## config.mk

```make
export PLATFORM = sky130hd
export DESIGN_NAME = bcd_seq_converter
export DESIGN_NICKNAME = d
export VERILOG_FILES = /design/src/rtl/bcd_pkg.sv /design/src/rtl/bcd_dabble_step.sv /design/src/rtl/bcd_seq_converter.sv
export SDC_FILE = /design/constraint.sdc
export NUM_CORES = 1
export LEC_CHECK = 0
export CORE_MARGIN = 1.5
export CORE_UTILIZATION = 53
export DETAILED_ROUTE_END_ITERATION = 8
export GPL_TIMING_DRIVEN = 1
export PLACE_DENSITY = 0.78
export SLEW_MARGIN = 25
export SYNTH_ARGS = -nofsm -noshare
export SYNTH_HDL_FRONTEND = slang
export SYNTH_HIERARCHICAL = 1
export SYNTH_SLANG_ARGS = --single-unit
```

## constraint.sdc

```tcl
create_clock -name clk -period 2.1 [get_ports clk]
set_clock_uncertainty 0.2 [all_clocks]
set_input_delay 0.42 -clock clk [delete_from_list [all_inputs] [get_ports clk]]
set_output_delay 0.42 -clock clk [all_outputs]
set_load 0.005 [all_outputs]
```

## src/rtl/bcd_pkg.sv

```systemverilog
// bcd_pkg: shared state type, BCD digit width and DIGITS sizing helper
package bcd_pkg;
  localparam int BCD_W = 4;
  typedef enum logic [1:0] {IDLE, SHIFT, DONE} state_e;
  function automatic int min_digits(input int width);
    longint unsigned m = (width >= 64) ? '1 : (64'd1 << width) - 64'd1;
    int n = 1;
    while (m >= 10) begin
      m = m / 10;
      n++;
    end
    return n;
  endfunction
endpackage

```

## src/rtl/bcd_dabble_step.sv

```systemverilog
// bcd_dabble_step: per-digit add-3 correction applied before each double-dabble shift
module bcd_dabble_step
  import bcd_pkg::*;
#(
  parameter int DIGITS = 4
) (
  input  logic [BCD_W*DIGITS-1:0] bcd_i,
  output logic [BCD_W*DIGITS-1:0] bcd_o
);
  for (genvar i = 0; i < DIGITS; i++) begin : g_dig
    logic [BCD_W-1:0] d;
    assign d = bcd_i[BCD_W*i +: BCD_W];
    assign bcd_o[BCD_W*i +: BCD_W] = (d >= BCD_W'(5)) ? d + BCD_W'(3) : d;
  end
endmodule

```

## src/rtl/bcd_seq_converter.sv

```systemverilog
// bcd_seq_converter: one-bit-per-clock binary-to-BCD converter with blanking mask
module bcd_seq_converter
  import bcd_pkg::*;
#(
  parameter int WIDTH  = 8,
  parameter int DIGITS = 4
) (
  input  logic                    clk,
  input  logic                    reset_n,
  input  logic                    start,
  input  logic [WIDTH-1:0]        value,
  output logic                    ready,
  output logic                    done,
  output logic [BCD_W*DIGITS-1:0] bcd,
  output logic [DIGITS-1:0]       digit_en
);
  localparam int CW = $clog2(WIDTH + 1);

  if (DIGITS < min_digits(WIDTH)) begin : g_bad_digits
    $error("bcd_seq_converter: DIGITS too small for WIDTH");
  end

  state_e                    state_q, state_d;
  logic [CW-1:0]             cnt_q, cnt_d;
  logic [WIDTH-1:0]          sh_q, sh_d;
  logic [BCD_W*DIGITS-1:0]   work_q, work_d, adj, bcd_q, bcd_d;
  logic [DIGITS-1:0]         en_q, en_d, en_w;
  logic                      done_q, done_d, nz;

  bcd_dabble_step #(.DIGITS(DIGITS)) u_step (
    .bcd_i(work_q),
    .bcd_o(adj)
  );

  // digit i lights when it or any more-significant digit is non-zero
  always_comb begin
    en_w = '0;
    nz = 1'b0;
    for (int i = DIGITS - 1; i > 0; i--) begin
      nz = nz | (|work_q[BCD_W*i +: BCD_W]);
      en_w[i] = nz;
    end
    en_w[0] = 1'b1;
  end

  always_comb begin
    state_d = state_q;
    cnt_d   = cnt_q;
    sh_d    = sh_q;
    work_d  = work_q;
    bcd_d   = bcd_q;
    en_d    = en_q;
    done_d  = state_q == DONE;
    case (state_q)
      IDLE: if (start) begin
        sh_d    = value;
        work_d  = '0;
        cnt_d   = CW'(WIDTH);
        state_d = SHIFT;
      end
      SHIFT: begin
        {work_d, sh_d} = {adj, sh_q} << 1;
        cnt_d   = cnt_q - CW'(1);
        state_d = (cnt_q == CW'(1)) ? DONE : SHIFT;
      end
      DONE: begin
        bcd_d   = work_q;
        en_d    = en_w;
        state_d = IDLE;
      end
      default: state_d = IDLE;
    endcase
  end

  always_ff @(posedge clk) begin
    if (!reset_n) begin
      state_q <= IDLE;
      cnt_q   <= '0;
      sh_q    <= '0;
      work_q  <= '0;
      bcd_q   <= '0;
      en_q    <= DIGITS'(1);
      done_q  <= 1'b0;
    end else begin
      state_q <= state_d;
      cnt_q   <= cnt_d;
      sh_q    <= sh_d;
      work_q  <= work_d;
      bcd_q   <= bcd_d;
      en_q    <= en_d;
      done_q  <= done_d;
    end
  end

  assign ready    = state_q == IDLE;
  assign done     = done_q;
  assign bcd      = bcd_q;
  assign digit_en = en_q;
endmodule

```

Word level (Yosys, flattened, before mapping):

Cells that the tools add are included.

* $add $sub $neg: 5
* bitwise gates (word level): 2
* equality and inequality tests: 4
* shift-type cells: 0
* $lt $le $gt $ge: 4
* mux-type cells: 13
* reductions and logical operators: 6
* $mul: 0
* div/mod/pow operators: 0

Operators with widths (number)
* one-hot mux 16 bit (2 select lines): 1
* >= comparator 4 x 3 -> 1 bit (second input constant): 4
* two-way mux 16 bit: 1
* two-way mux 4 bit: 4
* one-hot mux 8 bit (2 select lines): 1
* adder 4 x 2 -> 4 bit (second input constant): 3
* OR reduction 4 bit: 3
* two-way mux 8 bit: 1
* one-hot mux 4 bit (2 select lines): 1
* equality test 4 x 1 -> 1 bit (second input constant): 1
* two-way mux 2 bit: 2
* one-hot mux 2 bit (2 select lines): 1
* subtractor 4 x 1 -> 4 bit (second input constant): 1
* adder 3 x 2 -> 3 bit (second input constant): 1
* two-way mux 3 bit: 1
* equality test 2 x 1 -> 1 bit (second input constant): 1
* equality test 2 bit (second input constant): 1
* logical NOT 2 bit: 1
* inequality test 2 bit (second input constant): 1
* bitwise OR 1 bit: 2
* AND reduction 2 bit: 1
* nonzero test 2 bit: 1

* bits in writable memories: 0
* register bits after elaboration: 50
* bits in latches: 0
* memories kept: 0
* output and inout port bits: 22
* input port bits: 11
* word-level logic and storage cells: 41
* bits in read-only memories: 0

Logic depth before layout (Yosys ltp):

* word-level depth: 3
* gate-level depth with buffers: 6
* depth with buffers taken out: 6

By module:

The synthesis kept the hierarchy.

Modules (own cells, without submodules)
* bcd_seq_converter: instances 1, sequential area each 1001.0 um2, cells an instance 194, area each 1880.6 um2
* bcd_dabble_step: instances 1, sequential area each 0.0 um2, cells an instance 64, area each 405.4 um2

Worst setup path after synthesis:

No wires, ideal clock.

* kind: reg2reg
* start: register work_q[5]
* end: register work_q[6]
* stages on the path, launching flop included: 7
* library setup time: 117 ps
* data arrival time: 1206 ps
* path buffers: 0
* period minus slack after synthesis: 1523 ps
* path slack: 577 ps
* required time: 1783 ps
* cell sequence: dfxtp_1 -> inv_1 -> ha_1 -> nand2b_1 -> a21oi_2 -> mux2i_1 -> a22o_1

* cells in the longest elaborated chain, start to end: 3
* elaborated cells on any way between the ends: 4
* those cells by class: add/sub (1); order compare (1); mux (2)

Ends and longest elaborated chain
* start, declared: RTL line bcd_seq_converter.sv:26 `logic [BCD_W*DIGITS-1:0] work_q, work_d, adj, bcd_q, bcd_d;`
* start signal, assigned: RTL line bcd_seq_converter.sv:88 `work_q <= work_d;`
* adder 4 x 2 -> 4 bit / >= comparator 4 x 3 -> 1 bit (equally long branches): RTL line bcd_dabble_step.sv:13 `assign bcd_o[BCD_W*i +: BCD_W] = (d >= BCD_W'(5)) ? d + BCD_W'(3) : d;`
* two-way mux 4 bit *: RTL line bcd_dabble_step.sv:13
* via adj[5]: RTL line bcd_seq_converter.sv:26
* one-hot mux 16 bit (2 select lines) *: RTL line bcd_seq_converter.sv:54 `case (state_q)`

Mark *: on every way through the listed nets, which the timed path passes. The rest lies on a longest branch.
A chain may end at the register's enable or synchronous reset.

Final worst setup path:

* start: register state_q[0]
* end: output ready

* cells in the longest elaborated chain, start to end: 1

Ends and longest elaborated chain
* start, declared: RTL line bcd_seq_converter.sv:23 `state_e state_q, state_d;`
* start signal, assigned: RTL line bcd_seq_converter.sv:85 `state_q <= state_d;`
* logical NOT 2 bit: RTL line bcd_seq_converter.sv:95 `assign ready = state_q == IDLE;`
* end, declared: RTL line bcd_seq_converter.sv:12 `output logic ready,`

No other way between the ends.

==> metrics <==
Final setup viols 0; Peak Freq 0.494 GHz; GP Congestion 0.775; number of global-route vias before repair 1,552; Syn Area/Cell 8.92 µm²; Setup crit start kind flop; dpl cells 328; Worst EP arrival 1400 ps; Hold-fix buffers, CTS 0; wire per inst 12.7 µm; Mapped Cells 254; Die Area 4680 µm²; fin. max-slew vios 0; gr ovfl total 0; Max FO, Critical Path 9; Final ANT Viol Nets 0; biggest cell delay along the critical path 520 ps; CTS root buf clkbuf_8; Yosys Warn Count 6; post-CTS resize count 0; Pwr Density 677 nW/µm²; CTS Buffer Depth 2; Nets 306; hold slack 257 ps; Peak supply drop 0.405 mV; clock share of power 0.373; ant diodes 0; via-per-instance ratio 5.19; core area 4060 µm²; drt drc 0; Placed Area 2580 µm²; Post-Syn Area 2270 µm²; Detailed Route Iter0 Violations 68; clock-pin slew on the worst setup and hold paths 90 ps; router iterations before antenna repair 4; commonest non-fill, non-tap cells in the layout 50 x nand2_1, 50 x dfxtp_1, 31 x clkdlybuf4s50_1; IO Pins 33; max-cap violations 0; height of the die 68.4 µm; Num CTS Buffers 5; DRT Wirelength 4260 µm; Sw Ratio 0.234; Setup TNS 0 ps; Comb pwr share 0.084; Syn Nets 275; worst hold path class reg2reg; switching power 0.000427 W; proportion of layout cells with a drive suffix above 1 0.0804; final critical-path setup slack 77.0 ps; Leak 1.08 nW; RSZ-0062 raised after global routing false; worst path required time 1480 ps; initial antenna violation count 0; Total Routing Usage GR 0.198; post-route cell area 2700 µm²; # clock sinks 50; largest net degree at the start of global routing 21; Vias 1,743; Crit-path slowest cell clkdlybuf4s50_1; H-tree depth 2; final non-filler cell total 336; Setup CP Type reg2out; Die Wd 68.4 µm; Reg power frac 0.544; Slew HR 0.656; global-route wire length before repair 6850 µm; Least-Margin Pin Slew 511 ps; final hold violations 0; Port Buffers 31; Post-DP HPWL 3030 µm; status completed; Worst Setup End Kind output port; setup bufs post-CTS 0; post-place setup slack 143 ps; crit path cell chain nor2_1, clkdlybuf4s50_1; Tcrit/Tclk final 0.963; CTS tree yes; P_int 0.00140 W; area grow syn2layout 19.1%; Rows 23; Clk Latency, worst-skew pair 310 ps; Initial Utilization 0.558; min Tclk post-route 2020 ps
metrics by stage:
step / utilization / power, W
floorplan: - / 0.00113
global placement: 0.637 / 0.00116
detailed placement: 0.637 / 0.00117
CTS: 0.665 / 0.00184
global route: 0.665 / 0.00190
finish: 0.665 / 0.00183
metal layers:
metal  up-vias  global-route usage  part of all wire
met5         -                   0                 0
met4         0              0.0625             0.013
met3         6              0.0592             0.037
met2        30               0.319              0.48
met1       784               0.254              0.47
li1        923                   -                 -
final timing paths:
kind,startpoint,end,slack [ps],cells past startpoint
worst max-delay path,state_q[0],ready,80,2
worst min-delay path,bcd[14],bcd[14],260,2
worst max register to register,work_q[5],work_q[6],430,6
worst min register to register,bcd[14],bcd[14],260,2
registers in the layout (all words and copies together), names as in the netlist:
name and flops:
cnt_q 4, bcd 16, done 1, state_q 2, digit_en 3, sh_q 8, work_q 16
worst max-delay path: cells and delay by family, from the launching register on:
kind / cells / cell delay [ps]
AND/OR/NAND/NOR: 1 / 170
flip-flops: 1 / 410
buffers and inverters: 1 / 520
cell type report:
| cell class | count | area (µm²) |
|---|---|---|
| Sequential cell | 50 | 1000 |
| Multi-Input combinational cell | 178 | 1110 |
| Tap cell | 50 | 62.6 |
| Timing Repair Buffer | 38 | 363 |
| Inverter | 12 | 45.0 |
| Clock buffer | 5 | 68.8 |
| Fill cell | 348 | 1360 |
| Clock inverter | 3 | 45.0 |
power by group through the flow:
stage	Combinational (W)	Sequential, W	Clock [W]
floorplan	0.000123	0.00101	0
global placement	0.000148	0.00101	0
detailed placement	0.000152	0.00102	0
CTS	0.000153	0.000993	0.000695
global route	0.000167	0.000996	0.000735
finish	0.000153	0.000993	0.000681
(Power assumes the default switching activity.)
==> edit (same flow settings) <==
Register the output `digit_en` once more, cleared by the reset; this adds one clock of latency there. The other outputs are not delayed to match.
--- a/src/rtl/bcd_seq_converter.sv
+++ b/src/rtl/bcd_seq_converter.sv
@@ -95,6 +95,12 @@
   assign ready    = state_q == IDLE;
   assign done     = done_q;
   assign bcd      = bcd_q;
-  assign digit_en = en_q;
+  always_ff @(posedge clk) begin
+    if (!reset_n) begin
+      digit_en <= '0;
+    end else begin
+      digit_en <= en_q;
+    end
+  end
 endmodule
 
Check against the original RTL: not equivalent (Yosys sat finds a counterexample within 4 cycles, from zero or initial values and one cycle with reset_n low).
==> edit against the unedited design <==
Design area up 6.2%. Combinational power up 8%. Clock power up 2%. Synthesized area up 4.7%. Sequential cell count up 4. Setup slack better by 0.0028 ns. Total power up 6.1%. Die area up 4.5%. Wire length up 8.4%. Register-to-register slack worse by 0.02 ns. Via count up 9.2%.
==> edit: results (changes against the unedited design) <==
| Metric | Value |
|---|---|
| Status | `completed` |
| Placed Cells | `345 (+5.2%)` |
| Maximum VDD drop | `0.000438 V (+8.2%)` |
| Filler cell count | `375 (+7.8%)` |
| Gpl congestion | `0.787 (+1.6%)` |
| Drt first-iter violations | `101 (+49%)` |
| Final worst path period need | `2.02 ns (-0.00278 ns)` |
| CP Max Fanout | `14 (+5)` |
| DP Worst Slack | `0.180 ns (+0.0366 ns)` |
| Max cap viols | `0 (unchanged)` |
| Worst Path Arrival | `1.40 ns (about the same)` |
| Layout cells sized above 1 | `8.00% (-0.042 points)` |
| Vias in the first global route | `1788 (+15%)` |
| Area delta synth->final | `20.7%` |
| DP HPWL | `3.15 mm (+3.9%)` |
| Vias post-DR | `1904 (+9.2%)` |
| Ant. Diodes | `0 (unchanged)` |
| Net Sw Power | `0.423 mW (-0.98%)` |
| Global-route wire length before repair | `7.98 mm (+16%)` |
| Slowest stage cell, crit path | `dfxtp_1` |
| Reg2reg setup slack | `0.41 ns (-0.02 ns)` |
| Max incr delay on CP | `0.59 ns (+0.07 ns)` |
| Nets | `321 (+4.9%)` |
| Routed WL per cell | `13.1 microns (+3.5%)` |
| Hold WC Path Type | `register to register` |
| Hold_ws | `0.257 ns (+0.000897 ns)` |
| GR Util All Layers | `19.9% (+0.063 points)` |
| Pleak | `1.12 nW (+3.8%)` |
| Syn Nets | `286 (+4.0%)` |
| Hold worst-path end | `bcd[11]` |
| Family with the most delay on the worst path | `flip-flops` |
| Worst slew pin tran | `0.418 ns (-0.0929 ns)` |
| Drt via density | `5.41 (+4.3%)` |
| Cells after Synth | `265 (+4.3%)` |
| Hold Crit Start | `bcd[11]` |
| Port Buffers | `32 (+3.2%)` |
| Largest net degree at the start of global routing | `20 (-4.8%)` |
| Post-DP Area | `2750 sq um (+6.5%)` |
## edit: power groups by stage
stage	clock [mW]	combinational, mW	sequential [mW]
final	0.697	0.165	1.08
after detailed placement	0	0.165	1.10
after floorplan	0	0.118	1.09
after global routing	0.750	0.186	1.08
after global placement	0	0.161	1.10
after CTS	0.706	0.167	1.08
## edit: routing by layer
| metal | GRT usage [%] | vias up | share of wire, % |
|---|---|---|---|
| met2 | 33.2 | 36 | 48 |
| met4 | 4.27 | 0 | 0.69 |
| li1 | - | 977 | - |
| met1 | 26.6 | 887 | 48 |
| met5 | 0 | - | 0 |
| met3 | 4.33 | 4 | 3.5 |
## edit: layout make-up
| cell class | instances | area share, % |
|---|---|---|
| Multi-Input combinational cell | 183 | 40.4 |
| Sequential cell | 54 | 37.7 |
| Timing Repair Buffer | 42 | 13.8 |
| Clock buffer | 6 | 2.88 |
| Tap cell | 52 | 2.27 |
| Inverter | 14 | 1.83 |
| Clock inverter | 1 | 1.05 |
